--- src/rtl/ram_arb_pkg.sv ---
// Shared types and default geometry for the RAM access arbiter.
// Optional feature macro: RAM_ARB_RR_EN (round-robin arbitration).
package ram_arb_pkg;

  // Default geometry of the 16x4 data RAM this arbiter fronts.
  localparam int ADDR_W_DEF = 4;
  localparam int DATA_W_DEF = 4;

  // Access sequencer states: one RAM access spans IDLE->CMD->CAPT->ACK.
  typedef enum logic [1:0] {
    IDLE,
    CMD,
    CAPT,
    ACK
  } state_t;

  // Fields of one request, captured at grant time.
  typedef struct packed {
    logic                  we;
    logic [ADDR_W_DEF-1:0] addr;
    logic [DATA_W_DEF-1:0] wdata;
  } req_t;

endpackage

--- src/rtl/ram_arb_if.sv ---
// Requester-side bus of the RAM arbiter: two request/ack ports.
// Port 0 is the CPU datapath, port 1 the program loader/debug path.
// Optional feature macro: RAM_ARB_RR_EN (no effect on this interface).
interface ram_arb_if #(
  parameter int ADDR_W = 4,
  parameter int DATA_W = 4
);

  logic              req0;
  logic              we0;
  logic [ADDR_W-1:0] addr0;
  logic [DATA_W-1:0] wdata0;
  logic              ack0;
  logic [DATA_W-1:0] rdata0;

  logic              req1;
  logic              we1;
  logic [ADDR_W-1:0] addr1;
  logic [DATA_W-1:0] wdata1;
  logic              ack1;
  logic [DATA_W-1:0] rdata1;

  // Requesters drive the request fields and receive ack/rdata.
  modport master (
    output req0, we0, addr0, wdata0,
    input  ack0, rdata0,
    output req1, we1, addr1, wdata1,
    input  ack1, rdata1
  );

  // The arbiter receives the request fields and drives ack/rdata.
  modport slave (
    input  req0, we0, addr0, wdata0,
    output ack0, rdata0,
    input  req1, we1, addr1, wdata1,
    output ack1, rdata1
  );

endinterface

--- src/rtl/ram_arb_pick.sv ---
// Combinational winner select between the two request ports.
// Optional feature macro: RAM_ARB_RR_EN -- when defined, the port not
// granted last wins a conflict; otherwise port 0 always wins.
module ram_arb_pick (
  input  logic req0,
  input  logic req1,
`ifdef RAM_ARB_RR_EN
  input  logic last_grant,
`endif
  output logic grant_vld,
  output logic grant_idx
);

  // Pick a winner whenever at least one port is requesting.
  always_comb begin
    grant_vld = req0 | req1;
`ifdef RAM_ARB_RR_EN
    if (last_grant) begin
      grant_idx = req0 ? 1'b0 : 1'b1;
    end else begin
      grant_idx = req1 ? 1'b1 : 1'b0;
    end
`else
    grant_idx = req0 ? 1'b0 : 1'b1;
`endif
  end

endmodule

--- src/rtl/ram_arbiter.sv ---
// Two-port access controller for the 16x4 data RAM.
// Serialises requests into single RAM commands (one access per 4 cycles),
// captures the RAM's registered read data and returns it with a 1-cycle ack.
// Optional feature macro: RAM_ARB_RR_EN (round-robin arbitration; default
// build uses fixed priority with port 0 winning).
module ram_arbiter
  import ram_arb_pkg::*;
#(
  parameter int ADDR_W = ADDR_W_DEF,
  parameter int DATA_W = DATA_W_DEF
) (
  input  logic              clk,
  input  logic              rst,
  ram_arb_if.slave          bus,
  output logic              ram_write_en,
  output logic [ADDR_W-1:0] ram_addr,
  output logic [DATA_W-1:0] ram_dataIN,
  input  logic [DATA_W-1:0] ram_dataOut,
  output logic              busy
);

  state_t            state_q, state_d;
  logic              port_q, port_d;     // index of the granted port
  logic              we_q, we_d;         // granted access is a write
  logic              wen_d;
  logic [ADDR_W-1:0] addr_d;
  logic [DATA_W-1:0] din_d;
  logic              ack0_d, ack1_d;
  logic [DATA_W-1:0] rdata0_d, rdata1_d;
  logic              busy_d;
  logic              grant_vld;
  logic              grant_idx;
  req_t              sel_req;

`ifdef RAM_ARB_RR_EN
  logic              last_q, last_d;     // port granted most recently
`endif

  ram_arb_pick u_pick (
    .req0       (bus.req0),
    .req1       (bus.req1),
`ifdef RAM_ARB_RR_EN
    .last_grant (last_q),
`endif
    .grant_vld  (grant_vld),
    .grant_idx  (grant_idx)
  );

  // Route the winning port's request fields to a single record.
  always_comb begin
    if (grant_idx) begin
      sel_req.we    = bus.we1;
      sel_req.addr  = ADDR_W_DEF'(bus.addr1);
      sel_req.wdata = DATA_W_DEF'(bus.wdata1);
    end else begin
      sel_req.we    = bus.we0;
      sel_req.addr  = ADDR_W_DEF'(bus.addr0);
      sel_req.wdata = DATA_W_DEF'(bus.wdata0);
    end
  end

  // Next-state and next-output logic of the access sequencer.
  always_comb begin
    // NOTE: every signal gets a default first so no path leaves one
    // unassigned, which would otherwise infer a latch.
    state_d  = state_q;
    port_d   = port_q;
    we_d     = we_q;
    wen_d    = 1'b0;
    addr_d   = ram_addr;
    din_d    = ram_dataIN;
    ack0_d   = 1'b0;
    ack1_d   = 1'b0;
    rdata0_d = bus.rdata0;
    rdata1_d = bus.rdata1;
`ifdef RAM_ARB_RR_EN
    last_d   = last_q;
`endif
    case (state_q)
      IDLE: begin
        if (grant_vld) begin
          state_d = CMD;
          port_d  = grant_idx;
          we_d    = sel_req.we;
          wen_d   = sel_req.we;
          addr_d  = ADDR_W'(sel_req.addr);
          din_d   = DATA_W'(sel_req.wdata);
`ifdef RAM_ARB_RR_EN
          last_d  = grant_idx;
`endif
        end
      end
      CMD: begin
        // RAM executes the command at the edge ending this state.
        state_d = CAPT;
      end
      CAPT: begin
        // Registered RAM output now holds the read result.
        if (!we_q) begin
          if (port_q) rdata1_d = ram_dataOut;
          else        rdata0_d = ram_dataOut;
        end
        if (port_q) ack1_d = 1'b1;
        else        ack0_d = 1'b1;
        state_d = ACK;
      end
      ACK: begin
        state_d = IDLE;
      end
      default: begin
        state_d = IDLE;
      end
    endcase
    busy_d = (state_d != IDLE);
  end

  // State and registered outputs; synchronous reset aborts any access.
  always_ff @(posedge clk) begin
    // NOTE: sequential state uses non-blocking assignments so every
    // register samples its pre-edge inputs regardless of statement order.
    if (rst) begin
      state_q      <= IDLE;
      port_q       <= 1'b0;
      we_q         <= 1'b0;
      ram_write_en <= 1'b0;
      ram_addr     <= '0;
      ram_dataIN   <= '0;
      bus.ack0     <= 1'b0;
      bus.ack1     <= 1'b0;
      bus.rdata0   <= '0;
      bus.rdata1   <= '0;
      busy         <= 1'b0;
`ifdef RAM_ARB_RR_EN
      last_q       <= 1'b1;
`endif
    end else begin
      state_q      <= state_d;
      port_q       <= port_d;
      we_q         <= we_d;
      ram_write_en <= wen_d;
      ram_addr     <= addr_d;
      ram_dataIN   <= din_d;
      bus.ack0     <= ack0_d;
      bus.ack1     <= ack1_d;
      bus.rdata0   <= rdata0_d;
      bus.rdata1   <= rdata1_d;
      busy         <= busy_d;
`ifdef RAM_ARB_RR_EN
      last_q       <= last_d;
`endif
    end
  end

endmodule

--- src/flat_wrapper.sv ---
// flat-port wrapper written by rule: the top's interface ports become plain ports
module ram_arbiter_flat import ram_arb_pkg::*;
#(
  parameter int ADDR_W = ADDR_W_DEF,
  parameter int DATA_W = DATA_W_DEF
)
  (clk, rst, ram_write_en, ram_addr, ram_dataIN, ram_dataOut, busy, bus_req0, bus_we0, bus_addr0, bus_wdata0, bus_ack0, bus_rdata0, bus_req1, bus_we1, bus_addr1, bus_wdata1, bus_ack1, bus_rdata1);
  ram_arb_if #(.ADDR_W(ADDR_W), .DATA_W(DATA_W)) bus_i ();
  input  logic clk;
  input  logic rst;
  output logic ram_write_en;
  output logic [ADDR_W-1:0] ram_addr;
  output logic [DATA_W-1:0] ram_dataIN;
  input  logic [DATA_W-1:0] ram_dataOut;
  output logic busy;
  input wire logic [$bits(bus_i.req0)-1:0] bus_req0;
  input wire logic [$bits(bus_i.we0)-1:0] bus_we0;
  input wire logic [$bits(bus_i.addr0)-1:0] bus_addr0;
  input wire logic [$bits(bus_i.wdata0)-1:0] bus_wdata0;
  output wire logic [$bits(bus_i.ack0)-1:0] bus_ack0;
  output wire logic [$bits(bus_i.rdata0)-1:0] bus_rdata0;
  input wire logic [$bits(bus_i.req1)-1:0] bus_req1;
  input wire logic [$bits(bus_i.we1)-1:0] bus_we1;
  input wire logic [$bits(bus_i.addr1)-1:0] bus_addr1;
  input wire logic [$bits(bus_i.wdata1)-1:0] bus_wdata1;
  output wire logic [$bits(bus_i.ack1)-1:0] bus_ack1;
  output wire logic [$bits(bus_i.rdata1)-1:0] bus_rdata1;
  assign bus_i.req0 = bus_req0;
  assign bus_i.we0 = bus_we0;
  assign bus_i.addr0 = bus_addr0;
  assign bus_i.wdata0 = bus_wdata0;
  assign bus_ack0 = bus_i.ack0;
  assign bus_rdata0 = bus_i.rdata0;
  assign bus_i.req1 = bus_req1;
  assign bus_i.we1 = bus_we1;
  assign bus_i.addr1 = bus_addr1;
  assign bus_i.wdata1 = bus_wdata1;
  assign bus_ack1 = bus_i.ack1;
  assign bus_rdata1 = bus_i.rdata1;
  ram_arbiter #(.ADDR_W(ADDR_W), .DATA_W(DATA_W)) u_core (.clk(clk), .rst(rst), .bus(bus_i), .ram_write_en(ram_write_en), .ram_addr(ram_addr), .ram_dataIN(ram_dataIN), .ram_dataOut(ram_dataOut), .busy(busy));
endmodule
--- config.mk ---
export PLATFORM = sky130hd
export DESIGN_NAME = ram_arbiter_flat
export DESIGN_NICKNAME = d
export VERILOG_FILES = /design/src/rtl/ram_arb_pkg.sv /design/src/rtl/ram_arb_if.sv /design/src/rtl/ram_arb_pick.sv /design/src/rtl/ram_arbiter.sv /design/src/flat_wrapper.sv
export SDC_FILE = /design/constraint.sdc
export NUM_CORES = 1
export LEC_CHECK = 0
export ABC_CLOCK_PERIOD_IN_PS = 4420
export CAP_MARGIN = 10
export CORE_ASPECT_RATIO = 0.6
export CORE_MARGIN = 3
export CORE_UTILIZATION = 43
export DETAILED_ROUTE_END_ITERATION = 6
export HOLD_SLACK_MARGIN = 0.03
export PLACE_DENSITY_LB_ADDON = 0.12
export SKIP_CTS_REPAIR_TIMING = 1
export SYNTH_ARGS = -nofsm -noshare
export SYNTH_HDL_FRONTEND = slang
export SYNTH_SLANG_ARGS = --single-unit
--- constraint.sdc ---
create_clock -name clk -period 4.42 [get_ports clk]
set_clock_uncertainty 0.15 [all_clocks]
set_input_delay 1.326 -clock clk [delete_from_list [all_inputs] [get_ports clk]]
set_output_delay 1.326 -clock clk [all_outputs]
set_load 0.01 [all_outputs]
# ---- After elaboration in Yosys (flattened, before gate mapping)
# Cells that the tools add are included.
dict set report classes {
  n_addsub 0
  mul 0
  div_mod_pow 0
  magnitude_cmp 0
  n_eq_ne 3
  shift 0
  n_mux 6
  n_bitwise 6
  reduce_logical 7
}
# operator count
set op_table {}
lappend op_table {{two-way mux 9 bit} 1}
lappend op_table {{case mux 2 bit (4 select lines)} 1}
lappend op_table {{AND reduction 3 bit} 2}
lappend op_table {{inverter 1 bit} 5}
lappend op_table {{equality test 2 bit (second input constant)} 2}
lappend op_table {{two-way mux 1 bit} 3}
lappend op_table {{OR reduction 3 bit} 1}
lappend op_table {{equality test 2 x 1 -> 1 bit (second input constant)} 1}
lappend op_table {{zero test 2 bit} 1}
lappend op_table {{two-way mux 2 bit} 1}
lappend op_table {{AND reduction 2 bit} 1}
lappend op_table {{nonzero test 2 bit} 1}
lappend op_table {{OR reduction 2 bit} 1}
lappend op_table {{OR 1 bit} 1}
dict set report word_totals {
  register_bits 24
  latch_bits 0
  ramBits 0
  mem_bits_ro 0
  input_bits 26
  out_inout_bits 20
  word_cells 33
  memories 0
}

# ---- Longest topological paths before layout
# Gate-level depths: netlist of run 1.
dict set report logic_depth {
  depth_word 4
  depth_mapped 7
}

# ---- Modules after synthesis
# From an unflattened synthesis of run 1, not the netlist that was laid out.
dict set report hier_totals {
  cells_unflattened 101
  hier_area_um2 1049.8
}
# module n_inst cells_each area_per_inst_um2
set modules_own_cells {}
lappend modules_own_cells {ram_arbiter 1 99 1039.7}
lappend modules_own_cells {ram_arb_pick 1 2 10.0}

# ---- Least setup slack after synthesis of run 1
# No wires, ideal clock.
dict set report synth_timing {
  path_type {input to register}
  start {in bus_req1}
  end {reg u_core.busy}
  setup_time_ns 0.135
  arrival_time_ns 1.984
  required_time_ns 4.135
  slack_ns 2.151
  path_stages 3
  path_buffers 0
  cell_sequence {or4b_1 -> o21ai_1 -> a21oi_1}
}
dict set report synth_between {
  elab_chain_len 4
}
# item line_no
set synth_rtl {}
lappend synth_rtl {{start, declared} flat_wrapper.sv:22} ;# input wire logic [$bits(bus_i.req1)-1:0] bus_req1;
lappend synth_rtl {{OR 1 bit} ram_arb_pick.sv:16} ;# grant_vld = req0 | req1;
lappend synth_rtl {{two-way mux 2 bit} ram_arbiter.sv:81} ;# if (grant_vld) begin
lappend synth_rtl {{case mux 2 bit (4 select lines)} ram_arbiter.sv:79} ;# case (state_q)
lappend synth_rtl {{nonzero test 2 bit} ram_arbiter.sv:114} ;# busy_d = (state_d != IDLE);
lappend synth_rtl {{end signal, assigned} ram_arbiter.sv:147} ;# busy <= busy_d;
lappend synth_rtl {{end, declared} ram_arbiter.sv:19} ;# output logic busy
# No other way between the ends.
# A chain may end at the register's enable or synchronous reset.

# ---- Final worst setup path of run 1
dict set report layout_timing {
  start {in bus_req0}
  end {reg u_core.we_q}
}
dict set report layout_between {
  elab_chain_len 2
  word_cells_on_any_way 3
  cone_classes {mux: 1; bitwise: 1; reduce/logical: 1}
}
# item line_no
set layout_rtl {}
lappend layout_rtl {{start, declared} flat_wrapper.sv:16} ;# input wire logic [$bits(bus_i.req0)-1:0] bus_req0;
lappend layout_rtl {{OR 1 bit} ram_arb_pick.sv:16}
lappend layout_rtl {{AND reduction 2 bit (no source line)} --}
lappend layout_rtl {{end signal, assigned} ram_arbiter.sv:139} ;# we_q <= we_d;
lappend layout_rtl {{end, declared} ram_arbiter.sv:24} ;# logic we_q, we_d;
# Parallel ways exist; a longest one is shown, timed or not.

==> results of run 1 <==
[worst max-delay path, cell delays in order]
cell and delay, ns:
clkdlybuf4s50_1 0.45, buf_4 0.21, o21a_1 0.53, nor3b_1 0.10, or2_2 0.30
[sequential cells by signal, summed over array words and instances (netlist names)]
signal,cells
u_core.bus.ack0,1
u_core.bus.ack1,1
u_core.bus.rdata0,4
u_core.bus.rdata1,4
u_core.busy,1
u_core.port_q,1
u_core.ram_addr,4
u_core.ram_dataIN,4
u_core.ram_write_en,1
u_core.state_q,2
u_core.we_q,1
[placed cells by master (no fill, tap or decap), drive strengths merged]
| master | Yosys | routed |
|---|---|---|
| nand3b | 2 | 2 |
| clkdlybuf4s50 | 0 | 45 |
| a21oi | 3 | 3 |
| or2 | 1 | 1 |
| dfxtp | 24 | 24 |
| or4b | 1 | 1 |
| ha | 3 | 3 |
| clkbuf | 2 | 4 |
| nand2 | 1 | 1 |
| or2b | 1 | 1 |
| nor2 | 18 | 18 |
| o21a | 1 | 1 |
| and3b | 1 | 1 |
| o21ai | 1 | 1 |
| nor3b | 3 | 3 |
| buf | 3 | 1 |
| a211oi | 9 | 9 |
| inv | 3 | 3 |
| mux2i | 16 | 16 |
[worst min path at each step]
| stage | start | endpoint | slack (ns) | cells past startpoint |
|---|---|---|---|---|
| after global routing | u_core.bus.rdata0[2]$_SDFFE_PP0P_ | u_core.bus.rdata0[2]$_SDFFE_PP0P_ | 0.37 | 2 |
| final | u_core.ram_addr[1]$_SDFFE_PP0P_ | u_core.ram_addr[1]$_SDFFE_PP0P_ | 0.35 | 2 |
| after CTS | u_core.ram_addr[1]$_SDFFE_PP0P_ | u_core.ram_addr[1]$_SDFFE_PP0P_ | 0.35 | 2 |
| after global placement | u_core.bus.rdata1[2]$_SDFFE_PP0P_ | u_core.bus.rdata1[2]$_SDFFE_PP0P_ | 0.33 | 2 |
| after floorplan | u_core.port_q$_SDFFE_PP0P_ | u_core.bus.ack0$_SDFF_PP0_ | 0.36 | 1 |
| after detailed placement | u_core.bus.rdata0[2]$_SDFFE_PP0P_ | u_core.bus.rdata0[2]$_SDFFE_PP0P_ | 0.34 | 2 |
[power by group through the flow]
| stage | Combinational, mW | Sequential, mW | Clock (mW) |
|---|---|---|---|
| floorplan | 0.186 | 0.327 | 0 |
| global placement | 0.302 | 0.309 | 0 |
| detailed placement | 0.313 | 0.311 | 0 |
| CTS | 0.315 | 0.308 | 0.148 |
| global route | 0.342 | 0.315 | 0.157 |
| finish | 0.312 | 0.307 | 0.145 |
[routing by layer]
metal	track usage, %	routed length, um	up-vias
met1	20.9	934	359
met2	23.6	1030	34
met4	2.37	17	0
met3	6.88	182	4
met5	0	0	-
li1	-	-	414
[cell families (layout without fill, tap and decap cells)]
group | after synthesis | count (layout) | share of synthesized area [%]
simple gates | 28 | 28 | 15.8
flops | 24 | 24 | 48.1
mux | 16 | 16 | 16.0
compound gates | 14 | 14 | 10.5
buf+inv | 8 | 53 | 5.76
fa+ha+maj | 3 | 3 | 3.76
[cell usage after synthesis]
library cell and n:
nor2_2 2, or2_2 1, nor2_1 16, clkbuf_1 2, dfxtp_1 24, or2b_1 1
buf_6 1, a211oi_2 2, ha_1 3, and3b_1 1, o21ai_1 1, a211oi_1 7
inv_1 3, buf_4 1, nor3b_1 2, nor3b_4 1, o21a_1 1, buf_12 1
mux2i_1 16, or4b_1 1, nand2_1 1, nand3b_1 2, a21oi_1 3
[cell type report]
cell class / instances / area (um^2) / area share (%)
Timing Repair Buffer: 46 / 458 / 30.5
Tap cell: 28 / 35.0 / 2.34
Inverter: 3 / 11.3 / 0.751
Sequential cell: 24 / 480 / 32.0
Multi-Input combinational cell: 61 / 460 / 30.7
Clock buffer: 4 / 55.1 / 3.67
==> results.md, run 1 <==
* CP Capture Point: u_core.we_q$_SDFFE_PP0P_
* Setup Viol. Count Final at 0
* Seq/Total Area, Yosys at 48.1%
* Die area at approximately 3000 um^2
* Largest area contributor in the netlist: dfxtp_1
* Skew-Pair Late Insertion Delay at roughly 0.26 ns
* Worst Path Max Fanout at 17
* Layout Utilization at 74.6%
* Setup slack after layout at 1.50 ns
* Mapped Area at 998 um^2
* First-pass GRT wire length at 3410 um
* Hold/Removal Path Class: reg -> reg
* Synthesized flop and latch total at 24
* Leading post-synthesis cells by cell area: dfxtp_1 (48%), mux2i_1 (16%), nor2_1 (6.0%), a211oi_1 (5.3%), ha_1 (3.8%)
* Total CTS buffers at 3
* 1st-iter DRT viols at 39
* Yosys top cell area share at 48.1%
* Final instance area at 1500 um^2
* Clock power share at 19.0%
* Syn Area/Cell at around 11 um^2
* Critical path class: in -> reg
* Core ar. at 2010 um^2
* Root Buffer: clkbuf_8
* Drt pass-1 iters at 4
* Final TNS setup at 0 ns
* Max-slew headroom at 42.3%
* Register-to-register setup slack at 2.55 ns
* Cells after synthesis at 93
* Total congestion overflow at 0
* Crit. End Element: flip-flop
* CTS H-Tree Depth at 1
* Final Power at about 0.76 mW
* Reg2Reg Depth at 5
* Mapped Nets at 122
* Final Hold Fails at 0
* # rows at 12
* Starting density of the core at 49.6%
* IO Pins at 46
* Gpl congestion at 0.758
* DRC Markers at 0
* Reg2reg end: u_core.we_q$_SDFFE_PP0P_
* DR WL/cell at 13.0 um
* Non-filler cells, final at ~170
* P_sw at 0.245 mW
* Antenna diode count at 0
* Final slew viol count at 0
* Area after DPL at 1450 um^2
* Launch point of the worst reg-to-reg path: u_core.state_q[0]$_SDFF_PP0_
* Routed Wire Length at ~2200 um
* Sequential share of power at approximately two fifths
* Slew @ Worst Pin at 0.863 ns
* Die Wd at 68.2 um
* CTS tree: yes
* Final Net Count at 168
* Input/output buffers at 45
* Drt via density at 4.89
* CTS sink count at 24
* Initial antenna violation count at 0
* Cell Pwr Density at slightly above 500 nW/um^2
* Reg clk slew, reported paths at ~0.080 ns
* Number of global-route vias before repair at 740
* Startpoint types: input pin
* Max Clk Rate at 0.343 GHz
* FILL cells at 151
* Synth cell types at 23
* Sw frac at 32.0%
* CP Data Required Time at 4.43 ns
* Largest net degree at the start of global routing at 25
* Routed vias at 811
* Pre-CTS WS at 1.21 ns
* Critical Path Start: bus_req0
* Post-detail-place hpwl at between 1500 and 2000 um
* Peak supply drop at 0.000284 V
* DP Cell Count at 162
* Max cap viols at 0
* Crit path arrival time at 2.92 ns
* Die Span Y at 43.3 um
* Leakage at 0.611 nW
* Worst hold slack at 0.351 ns
* Final Cycle Share at 66.0%
* Total GRT Usage at 15.6%
* Synth warn at 0
* Status: finished clean
* Tmin final at 2.92 ns
* P_int at 0.520 mW
* Antenna viol nets, final at 0
* Layout cell share with drive strength beyond 1 at 7.97%
* Synth-to-layout area growth at 50.3%
* Comb pwr share at about two fifths
* CTS Buffer Depth at 2
* Unrepaired setup endpoints after global routing: no
(Power assumes the default switching activity.)
==> inputs of run 2 (changes only) <==
- ABC_CLOCK_PERIOD_IN_PS: 4420 -> 2360
- CORE_UTILIZATION: 43 -> 36
- clock period: 4.42 -> 2.36 ns (I/O delays scaled with it)
==> run 2 against run 1 <==
  * Sequential power rose by 86%
  * Clock power rose by 150%
  * Global-route usage fell by 1.5 points
  * Via count fell by 0.99%
  * Core utilization fell by 15 points
  * Non-clock buffer count rose by 2
  * Combinational power rose by 92%
  * Critical path depth fell by 4
  * Register-to-register slack got worse by 1.8 ns
  * Design area rose by 2.4%
  * Critical path type is now reg -> out
  * Critical endpoint is now ram_dataIN[1]
==> results.md, run 2 (synthesis results as in run 1) <==
* Status: finished clean
* Total CTS buffers at 3
* Comb pwr share at 39.3%
* Max-slew headroom at ~76%
* Startpoint types: flip-flop
* P_int at around 1.1 mW
* Worst path bufs/invs at 1
* Most frequent cells in the layout: clkdlybuf4s50_1 (45), dfxtp_1 (24), mux2i_1 (16), nor2_1 (16), a211oi_1 (7)
* CTS Buffer Depth at 2
* P_sw at 0.466 mW
* CTS sink count at 24
* Slew @ Worst Pin at roughly 0.36 ns
* Post-detail-place hpwl at 1670 um
* Commonest non-fill, non-tap cell in the layout: clkdlybuf4s50_1
* Setup Viol. Count Final at 0
* Hold Startpoint: u_core.ram_dataIN[2]$_SDFFE_PP0P_
* Drt pass-1 iters at 4
* Crit. End Element: output port
* Input/output buffers at 45
* Number of global-route vias before repair at 774
* Root Buffer: clkbuf_8
* Leakage at about 0.63 nW
* DRC Markers at 0
* Antenna diode count at 0
* Slowest-stage cell, CP: clkdlybuf4s50_1
* Routed vias at 803
* Starting density of the core at 38.8%
* CP Data Required Time at around 1.5 ns
* Gpl congestion at 0.711
* Skew-Pair Late Insertion Delay at between 0.2 and 0.3 ns
* Die Wd at 74.0 um
* Sw frac at 30.5%
* Largest net degree at the start of global routing at 19
* DP Cell Count at 168
* CTS H-Tree Depth at 1
* 1st-iter DRT viols at 33
* Unrepaired setup endpoints after global routing: no
* IO Pins at 46
* Die Span Y at ~47 um
* Crit path cell chain: clkdlybuf4s50_1
* Critical path class: reg -> out
* Reg clk slew, reported paths at 0.08 ns
* Peak supply drop at 0.000510 V
* Final Net Count at 170
* Launch point of the worst reg-to-reg path: u_core.state_q[0]$_SDFF_PP0_
* Total GRT Usage at 14.1%
* First-pass GRT wire length at approximately 3500 um
* DR WL/cell at 13.0 um
* Layout cell share with drive strength beyond 1 at roughly 9.3%
* Cell Pwr Density at 995 nW/um^2
* Final Cycle Share at 86.1%
* Clock power share at 23.4%
* Final instance area at 1540 um^2
* Max cap viols at 0
* CP max stage delay at around 0.54 ns
* Final slew viol count at 0
* Non-filler cells, final at 172
* Max Clk Rate at 0.492 GHz
* Crit path arrival time at 1.17 ns
* Final Hold Fails at 0
* Antenna viol nets, final at 0
* Drt via density at 4.67
* Sequential share of power at 37.3%
* Final TNS setup at 0 ns
* Synth-to-layout area growth at 53.9%
* Core ar. at 2570 um^2
* Routed Wire Length at 2230 um
* Critical Path Start: u_core.ram_dataIN[1]$_SDFFE_PP0P_
* Tmin final at 2.03 ns
* Total congestion overflow at 0
* Worst Path Max Fanout at 2
* CTS tree: yes
* # rows at 14
* CP top delay family: buffers and inverters
* Initial antenna violation count at 0
* Worst hold slack at 0.348 ns
* Die area at 3460 um^2
* Area after DPL at 1470 um^2
* Hold/Removal Path Class: reg -> reg
[run 2: cell types whose count changed in the layout (fill, tap and decap cells not counted), sizes merged]
cell,before,now
buf,1,3
clkbuf,4,3
bufinv,0,1
[run 2: worst paths after layout]
check / end / slack [ns] / cells past startpoint
min: u_core.ram_dataIN[2]$_SDFFE_PP0P_ / 0.35 / 2
max: ram_dataIN[1] / 0.33 / 1
min reg2reg: u_core.ram_dataIN[2]$_SDFFE_PP0P_ / 0.35 / 2
max reg2reg: u_core.busy$_SDFF_PP0_ / 0.74 / 5
[run 2: stage by stage]
stage / setup slack, ns / power (mW) / util, %
2_1_floorplan: 0.709 / 0.962 / -
3_3_place_gp: 0.208 / 1.16 / 56.9
3_5_place_dp: 0.154 / 1.18 / 56.9
4_1_cts: 0.317 / 1.55 / 59.7
5_1_grt: 0.276 / 1.63 / 59.7
6_report: 0.328 / 1.53 / 59.7
[run 2: cell type report]
| class | instances | area (um^2) |
|---|---|---|
| fillers | 217 | 1040 |
| flip-flops and latches | 24 | 480 |
| clock inverters | 1 | 30.0 |
| inverters | 3 | 11.3 |
| clock buffers | 3 | 41.3 |
| repair buffers | 48 | 473 |
| well taps | 32 | 40.0 |
| multi-input cells | 61 | 460 |
[run 2: power by group through the flow]
stage	logic (mW)	clock network (mW)	registers [mW]
2_1_floorplan	0.349	0	0.613
3_5_place_dp	0.598	0	0.579
6_report	0.600	0.358	0.570
5_1_grt	0.668	0.384	0.583
4_1_cts	0.611	0.368	0.571
3_3_place_gp	0.586	0	0.577
[run 2: worst register-to-register path, cell delays in order, from the launching register on]
cell and delay, ns:
dfxtp_1 0.32, inv_1 0.10, ha_1 0.27, or4b_1 0.45, o21ai_1 0.13, a21oi_1 0.10
[run 2: metal layers]
layer | vias to the layer above | GRT usage (%) | part of all wire [%]
met4 | 0 | 4.33 | 0.40
met2 | 21 | 25.0 | 49
met5 | - | 0 | 0
li1 | 418 | - | -
met3 | 2 | 5.34 | 6.9
met1 | 362 | 16.1 | 44
